### config.mk
export PLATFORM = sky130hd
export DESIGN_NAME = seg7_scan_driver
export DESIGN_NICKNAME = d
export VERILOG_FILES = /design/src/rtl/seg7_scan_driver.sv
export SDC_FILE = /design/constraint.sdc
export NUM_CORES = 1
export LEC_CHECK = 0
export BUFFER_PORTS_ARGS = -buffer_cell sky130_fd_sc_hd__buf_4
export CAP_MARGIN = 30
export CORE_AREA = 4 4 106 108
export CTS_BUF_LIST = sky130_fd_sc_hd__clkbuf_8
export CTS_CLUSTER_SIZE = 12
export DETAILED_ROUTE_END_ITERATION = 8
export DIE_AREA = 0 0 110 112
export PLACE_DENSITY = 0.79
export SLEW_MARGIN = 30
export SYNTH_ARGS = -nofsm -noshare
export SYNTH_HDL_FRONTEND = slang
export SYNTH_SLANG_ARGS = --single-unit
### constraint.sdc
create_clock -name clk -period 4.95 [get_ports clk]
set_input_delay 1.2375 -clock clk [delete_from_list [all_inputs] [get_ports clk]]
set_output_delay 1.2375 -clock clk [all_outputs]
set_load 0.02 [all_outputs]
### src/rtl/seg7_scan_driver.sv
// Time-multiplexed driver for a 4-digit common-anode 7-segment display.
// It scans the digits with per-slot blanking, shadows each frame's codes and blinks selected digits.
module seg7_scan_driver #(
  parameter int DIGIT_PERIOD = 100_000,
  parameter int BLANK_CYCLES = 1_000,
  parameter int BLINK_HALF   = 25_000_000
) (
  input  logic        clk,
  input  logic        reset,
  input  logic [19:0] seg_data,
  input  logic [3:0]  blink_mask,
  output logic [3:0]  an,
  output logic [6:0]  seg,
  output logic        dp
);

  localparam int CW = (DIGIT_PERIOD > 1) ? $clog2(DIGIT_PERIOD) : 1;
  localparam int BW = (BLINK_HALF > 1) ? $clog2(BLINK_HALF) : 1;
  localparam logic [CW-1:0] CNT_MAX   = CW'(DIGIT_PERIOD - 1);
  localparam logic [CW-1:0] BLANK_N   = CW'(BLANK_CYCLES);
  localparam logic [BW-1:0] BLINK_MAX = BW'(BLINK_HALF - 1);

  typedef enum logic {BLANK, DRIVE} state_t;

  state_t          state_reg, state_next;
  logic [CW-1:0]   cnt_reg, cnt_next;
  logic [1:0]      idx_reg, idx_next;
  logic [BW-1:0]   blink_cnt_reg, blink_cnt_next;
  logic            phase_on_reg, phase_on_next;
  logic [19:0]     shadow_reg;
  logic [3:0]      an_reg, an_next;
  logic [6:0]      seg_reg, seg_next;
  logic [6:0]      glyph [4];

  function automatic logic [6:0] decode(input logic [4:0] code);
    logic [6:0] s;
    case (code)
      5'd0:    s = 7'h40;
      5'd1:    s = 7'h79;
      5'd2:    s = 7'h24;
      5'd3:    s = 7'h30;
      5'd4:    s = 7'h19;
      5'd5:    s = 7'h12;
      5'd6:    s = 7'h02;
      5'd7:    s = 7'h78;
      5'd8:    s = 7'h00;
      5'd9:    s = 7'h10;
      5'd10:   s = 7'h3F;
      5'd15:   s = 7'h41;
      5'd16:   s = 7'h0C;
      5'd17:   s = 7'h23;
      5'd19:   s = 7'h21;
      5'd20:   s = 7'h2B;
      default: s = 7'h7F;
    endcase
    return s;
  endfunction

  generate
    for (genvar gi = 0; gi < 4; gi++) begin : g_glyph
      assign glyph[gi] = decode(shadow_reg[gi*5 +: 5]);
    end
  endgenerate

  // Scan and blink counters run independently of each other.
  always_comb begin
    cnt_next       = cnt_reg + 1'b1;
    idx_next       = idx_reg;
    blink_cnt_next = blink_cnt_reg + 1'b1;
    phase_on_next  = phase_on_reg;
    if (cnt_reg == CNT_MAX) begin
      cnt_next = '0;
      idx_next = idx_reg + 2'd1;
    end
    if (blink_cnt_reg == BLINK_MAX) begin
      blink_cnt_next = '0;
      phase_on_next  = ~phase_on_reg;
    end
  end

  // Next-state logic: the state register tracks cnt_reg one-for-one.
  always_comb begin
    state_next = (cnt_next < BLANK_N) ? BLANK : DRIVE;
  end

  always_comb begin
    an_next  = 4'b1111;
    seg_next = 7'h7F;
    if (state_reg == DRIVE) begin
      an_next[idx_reg] = 1'b0;
      if (phase_on_reg || !blink_mask[idx_reg]) begin
        seg_next = glyph[idx_reg];
      end
    end
  end

  always_ff @(posedge clk) begin
    if (!reset) begin
      state_reg     <= BLANK;
      cnt_reg       <= '0;
      idx_reg       <= '0;
      blink_cnt_reg <= '0;
      phase_on_reg  <= 1'b1;
      shadow_reg    <= {4{5'd31}};
      an_reg        <= 4'b1111;
      seg_reg       <= 7'h7F;
    end else begin
      state_reg     <= state_next;
      cnt_reg       <= cnt_next;
      idx_reg       <= idx_next;
      blink_cnt_reg <= blink_cnt_next;
      phase_on_reg  <= phase_on_next;
      an_reg        <= an_next;
      seg_reg       <= seg_next;
      // Frame start: latch all four codes at once so a frame never tears.
      if (cnt_reg == '0 && idx_reg == 2'd0) begin
        shadow_reg <= seg_data;
      end
    end
  end

  assign an  = an_reg;
  assign seg = seg_reg;
  assign dp  = 1'b1;

endmodule

==> flow_summary.toml, run 1 <==
[setup_path]
r2r_setup_slack_ps = 1040
arrival_ps = 4180
start_kind = "flop"
reg2regPathDepth = 11
worstSetupEndpointType = "flop"
required_ps = 5220
r2r-start = "idx_reg[0]"
crit_path_max_fanout = 27
slowest_delay_ps = 660
path_delay_family = "simple AND/OR/NAND/NOR gates"
reg2reg_to = "glyph[14]"
crit_type = "flop to flop"
crit_path_cell_trace = "inv_1 -> ha_1 -> nor2b_1 -> and4_1 -> nand2_2 -> nand2_1 -> and3_1 -> inv_1 -> ha_1 -> a2111oi_0 -> o22ai_1"
cp_slowest_cell = "and4_1"
worst-path-buf-inv = 2

[timing]
setup_viol = 0
max_slew_margin = 0.408
min_period_ps = 3910
fin_crit_sh = 0.790
maxSlewViolCount = 0
hold_ws_ps = 452
max_slew.worst_pin.slew_ps = 888
grt_setup_unrepaired = "false"
fmax_ghz = 0.256
tns_ps = 0
worst_slack_ps = 1040
fin_skew_ps = 9.28
hold_viol = 0

[synthesis]
synth_edf_count = 0
synth_area_leaders = "dfxtp_1 (34%), ha_1 (7.0%), nor2_1 (4.9%), xnor2_1 (3.7%), nand3_1 (3.2%)"
syn-num-nets = 806
synth_async_sr_flop_share = 0
synth-seq-cells = 105
synth.distinct_cells = 76
avgSynthCellArea_um2 = 8.35
syn-cell-area_um2 = 6220
ys_warn_count = 0
yosysSeqAreaShare = 0.338
synth_top_cell_by_area = "dfxtp_1"
synth_top_area_frac = 0.338
synthFlopType = "dfxtp_1"
syn_inst = 745

[clock_tree]
ctsHoldBuffers = 0
cts_root_buf = "clkbuf_8"
cts_buffer_depth = 2
cts_resized = 0
numCtsBuffers = 9
clk_pin_slew_worst_paths_ps = 110
cts_tree = "yes"
htreeDepth = 3
post_cts_buffers = 0
clock_latency_ps = 390
cts_sinks = 105

[route]
wl_per_cell_um = 16.9
via_per_inst = 6.18
finalWirelength_um = 15100
drcViolationCount = 0
antenna_left = 0
dr.pass1.iters = 5
vias = 5507
drt_iter0_drc = 483

[cells_and_area]
largest_reg_flops = 28
area_growth_pct = 7.02
insertedDiodeCount = 0
fillers = 855
layout-drive-gt1-share = 0.109
fin_nets = 811

[status]
status = "complete, no violations"

[placement]
dp_hpwl_um = 11100
port_buffers = 36
place_congestion = 1.01
post-place-ws_ps = 977

[die]
die_area_um2 = 12300
coreArea_um2 = 10200
ios = 38
dieHeight_um = 112
fp-row-count = 37
initial_utilization = 0.608
die_x_um = 110

[global_route]
grt.total_usage = 0.256
grt_max_degree = 44
overflow = 0
antenna_found_initial = 0
grt_pass1_vias = 5116
grt_pass1_wl_um = 25300

[worst_hold_path]
whs_endpoint = "blink_cnt_reg[0]"
hold_path.startpoint = "blink_cnt_reg[0]"
hp-class = "flop to flop"
hold_path_depth = 1

[pwr]
p_per_area_nw_per_um2 = 275
worst_ir_drop_vdd_uv = 229
p_leak_nw = 2.58

[run]
maxCapViolCount = 0
[cell families after synthesis]
| family | share of synthesized area |
|---|---|
| DFF | 0.338 |
| buffers and inverters | 0.0624 |
| muxes | 0.0555 |
| adders and majority gates | 0.0704 |
| and+or+nand+nor | 0.258 |
| AOI/OAI and AO/OA | 0.150 |
| xor gates and xnor gates | 0.0648 |
| other | 0.000603 |
[power breakdown]
part,internal (mW),leakage [nW],switching [mW]
logic,0.150,1.63,0.231
clock network,0.194,0.0994,0.318
registers,0.897,0.858,0.0379
[area by class of cell]
| cell class | instances | area (µm²) | share of cell area |
|---|---|---|---|
| clock buffer | 9 | 124 | 0.0186 |
| clock inverter | 7 | 61.3 | 0.00921 |
| inverter | 47 | 176 | 0.0265 |
| multi-input combinational | 548 | 3730 | 0.560 |
| sequential | 105 | 2100 | 0.316 |
| tap | 136 | 170 | 0.0256 |
| timing repair buffer | 39 | 293 | 0.0440 |
[synthesized netlist by cell type, types with 4 or more instances]
library cell	instances
a2111oi_0	5
a211oi_1	15
a21o_1	4
a21oi_1	26
a31oi_1	7
and2_1	6
and3_1	19
and4_1	8
buf_2	15
clkbuf_1	24
dfxtp_1	105
ha_1	35
inv_1	41
mux2_2	4
mux2i_1	12
mux4_2	8
nand2_1	43
nand2b_1	22
nand3_1	40
nand4_1	14
nor2_1	82
nor2b_1	10
nor3_1	17
nor3b_1	4
nor4_1	14
o211ai_1	6
o21ai_0	25
o311ai_0	4
o31ai_1	7
or3_1	6
xnor2_1	26
xor2_1	20
[routing by layer]
layer,routed length (µm),up-vias,global-route usage
li1,-,2656,-
met1,6810,2579,0.362
met2,6760,232,0.377
met3,1180,40,0.0667
met4,338,0,0.0856
met5,0,-,0
[placed cells by master, fill, tap and decap left out, types with 9 or more instances in the layout]
cell type | synthesis | layout
ha_1 | 35 | 35
nor4_1 | 14 | 14
buf_4 | 2 | 39
inv_1 | 41 | 42
nor2b_1 | 10 | 10
and3_1 | 19 | 19
o21ai_0 | 25 | 25
nand3_1 | 40 | 40
nand4_1 | 14 | 14
a211oi_1 | 15 | 15
xnor2_1 | 26 | 26
nor3_1 | 17 | 17
a21oi_1 | 26 | 26
xor2_1 | 20 | 20
dfxtp_1 | 105 | 105
nand2_1 | 43 | 43
clkbuf_8 | 0 | 9
mux2i_1 | 12 | 12
nand2b_1 | 22 | 22
nor2_1 | 82 | 82
[worst max-delay path by stage]
| stage | start | end | slack, ps | depth (start not counted) |
|---|---|---|---|---|
| 3_5_place_dp | reset | glyph[22] | 980 | 9 |
| 6_report | idx_reg[0] | glyph[14] | 1040 | 11 |
| 2_1_floorplan | idx_reg[0] | glyph[22] | 1310 | 15 |
| 5_1_grt | idx_reg[0] | glyph[16] | 570 | 12 |
| 3_3_place_gp | reset | glyph[22] | 1090 | 9 |
| 4_1_cts | idx_reg[0] | glyph[22] | 1070 | 11 |
[stage by stage]
| stage | cell area (µm²) | utilization | power (mW) | instances |
|---|---|---|---|---|
| 2_1_floorplan | 6220 | - | 1.22 | 745 |
| 3_3_place_gp | 6470 | 0.633 | 1.32 | 875 |
| 3_5_place_dp | 6470 | 0.633 | 1.32 | 875 |
| 4_1_cts | 6660 | 0.651 | 1.83 | 891 |
| 5_1_grt | 6660 | 0.651 | 1.93 | 891 |
| 6_report | 6660 | 0.651 | 1.83 | 891 |
No activity file was read; power rests on OpenSTA's default activity.
==> run 2: changes to the inputs <==
--- a/config.mk
+++ b/config.mk
@@ -5,14 +5,15 @@
 export SDC_FILE = /design/constraint.sdc
 export NUM_CORES = 1
 export LEC_CHECK = 0
+export ABC_AREA = 1
 export BUFFER_PORTS_ARGS = -buffer_cell sky130_fd_sc_hd__buf_4
 export CAP_MARGIN = 30
-export CORE_AREA = 4 4 106 108
+export CORE_AREA = 4 4 104 106
 export CTS_BUF_LIST = sky130_fd_sc_hd__clkbuf_8
 export CTS_CLUSTER_SIZE = 12
 export DETAILED_ROUTE_END_ITERATION = 8
-export DIE_AREA = 0 0 110 112
-export PLACE_DENSITY = 0.79
+export DIE_AREA = 0 0 108 110
+export PLACE_DENSITY = 0.8
 export SLEW_MARGIN = 30
 export SYNTH_ARGS = -nofsm -noshare
 export SYNTH_HDL_FRONTEND = slang
==> constraint.sdc (replaced) <==
create_clock -name clk -period 3.9 [get_ports clk]
set_input_delay 0.975 -clock clk [delete_from_list [all_inputs] [get_ports clk]]
set_output_delay 0.975 -clock clk [all_outputs]
set_load 0.02 [all_outputs]
==> flow_summary.toml, run 2 <==
[synthesis]
synth_common_cells = "nand2_1 (228), dfxtp_1 (105), nand3_1 (92)"
synth_area_leaders = "dfxtp_1 (35%), nand2_1 (14%), nand3_1 (7.6%), ha_1 (7.3%), nor2_1 (5.4%)"
ys_warn_count = 0
syn-num-nets = 929
synth_edf_count = 0
synth_top_cell_by_area = "dfxtp_1"
syn_inst = 868
avgSynthCellArea_um2 = 6.95
synthFlopType = "dfxtp_1"
synth_top_area_frac = 0.349
synth_most_common_cell = "nand2_1"
syn-cell-area_um2 = 6030
synth.distinct_cells = 38
synth-seq-cells = 105
yosysSeqAreaShare = 0.349
synth_async_sr_flop_share = 0

[clock_tree]
cts_tree = "yes"
cts_sinks = 105
cts_buffer_depth = 2
clock_latency_ps = 370
ctsHoldBuffers = 0
post_cts_buffers = 0
cts_root_buf = "clkbuf_8"
clk_pin_slew_worst_paths_ps = 90
cts_resized = 0
numCtsBuffers = 9
htreeDepth = 3

[placement]
port_buffers = 36
post-place-ws_ps = 869
dp_hpwl_um = 9970
place_congestion = 0.887

[route]
top_layer_used = "met4"
antenna_left = 0
vias = 5522
wl_met1_um = 6020
met3WireLength_um = 665
finalWirelength_um = 13300
dr_wl_met2_um = 6410
drcViolationCount = 0
dr.pass1.iters = 5
drt_iter0_drc = 342
via_per_inst = 5.34
wl_per_cell_um = 12.9

[cells_and_area]
regArea_um2 = 2100
postLayoutCoreUtil = 0.671
insertedDiodeCount = 0
fin_nets = 957
fillers = 846
layout-drive-gt1-share = 0.139
final_common_cell = "nand2_1"
largest_reg_flops = 28
layout_common_cells = "nand2_1 (228), dfxtp_1 (105), nand3_1 (92)"
area_growth_pct = 8.72
multiInputGateArea_um2 = 3410

[timing]
worst_slack_ps = 836
maxSlewViolCount = 0
max_slew_margin = 0.473
hold_viol = 0
tns_ps = 0
fin_crit_sh = 0.786
fin_skew_ps = 8.79
fmax_ghz = 0.326
min_period_ps = 3060
max_slew.worst_pin.slew_ps = 788
setup_viol = 0
grt_setup_unrepaired = "false"

[global_route]
grt.total_usage = 0.235
overflow = 0
antenna_found_initial = 0
grt_pass1_wl_um = 22600
grt_pass1_vias = 5151
grt_max_degree = 44

[setup_path]
crit_path_max_fanout = 24
critPathLaunch = "idx_reg[0]"
crit_type = "flop to flop"
start_kind = "flop"
arrival_ps = 3320
worstSetupEndpointType = "flop"
required_ps = 4160
r2r-start = "idx_reg[0]"

[die]
coreArea_um2 = 9770
die_area_um2 = 11900
die_x_um = 108
fp-row-count = 36
ios = 38
initial_utilization = 0.617
dieHeight_um = 110

[pwr]
worst_ir_drop_vdd_uv = 280
p_leak_nw = 2.99
p_per_area_nw_per_um2 = 364

[run]
maxCapViolCount = 0

[worst_hold_path]
hold_path.startpoint = "blink_cnt_reg[0]"
hp-class = "flop to flop"

[status]
status = "complete, no violations"
run 2: cell count changes after synthesis, moves of 13 or more:
| cell | delta |
|---|---|
| nand4_1 | +27 |
| nand2b_1 | -22 |
| xnor2_1 | -23 |
| inv_1 | +41 |
| clkbuf_1 | -17 |
| nand3_1 | +52 |
| a211oi_1 | -14 |
| and3_1 | -18 |
| inv_2 | +15 |
| o21ai_1 | +19 |
| xor2_1 | -13 |
| nand2_1 | +185 |
run 2: cell families after synthesis:
family,synth area share
AO/OA/AOI/OAI,0.0641
XOR/XNOR,0.0145
adder cells (fa/ha/maj),0.0726
buffers and inverters,0.0855
flip-flops,0.349
other,0.000622
AND/OR/NAND/NOR,0.414
run 2: where the power goes:
| part | internal (mW) | leakage (nW) | switching [mW] |
|---|---|---|---|
| combinational | 0.179 | 2.02 | 0.362 |
| sequential | 1.16 | 0.861 | 0.0324 |
| clock | 0.291 | 0.102 | 0.360 |
run 2: worst paths after layout:
check,to,slack (ps),cells past startpoint
setup reg to reg,glyph[9],840,15
setup / recovery,glyph[9],840,15
hold reg to reg,blink_cnt_reg[0],450,1
hold / removal,blink_cnt_reg[0],450,1
run 2: metal layers:
metal  vias to the layer above  track usage
li1                       2867            -
met1                      2474        0.289
met2                       158        0.409
met3                        23       0.0542
met4                         0       0.0739
met5                         -            0
run 2: final cells by class:
type                       instances  area share
inverter                         104      0.0601
tap                              133      0.0254
clock buffer                       9      0.0189
sequential                       105       0.321
timing repair buffer              39      0.0447
clock inverter                     7     0.00973
multi-input combinational        637       0.521
run 2: through the flow:
stage / power (mW) / std cells / area, µm² / hold WS (ps)
final: 2.38 / 1034 / 6560 / 455
after global routing: 2.53 / 1034 / 6560 / 491
after CTS: 2.40 / 1034 / 6560 / 456
after detailed placement: 1.75 / 1018 / 6370 / 436
after global placement: 1.74 / 1018 / 6370 / 428
after floorplan: 1.63 / 868 / 6030 / 417
run 2: critical path, stage by stage, from the launching register on:
cell	delay, ps
dfxtp_1	310
buf_4	200
clkinv_1	420
ha_1	400
nand2_1	110
nor2_4	60
nand3_4	280
nand2_1	170
nand3_2	150
inv_1	80
ha_1	190
or2_2	310
nand2_1	70
nand3_1	60
nand2_1	60
nand3_1	70
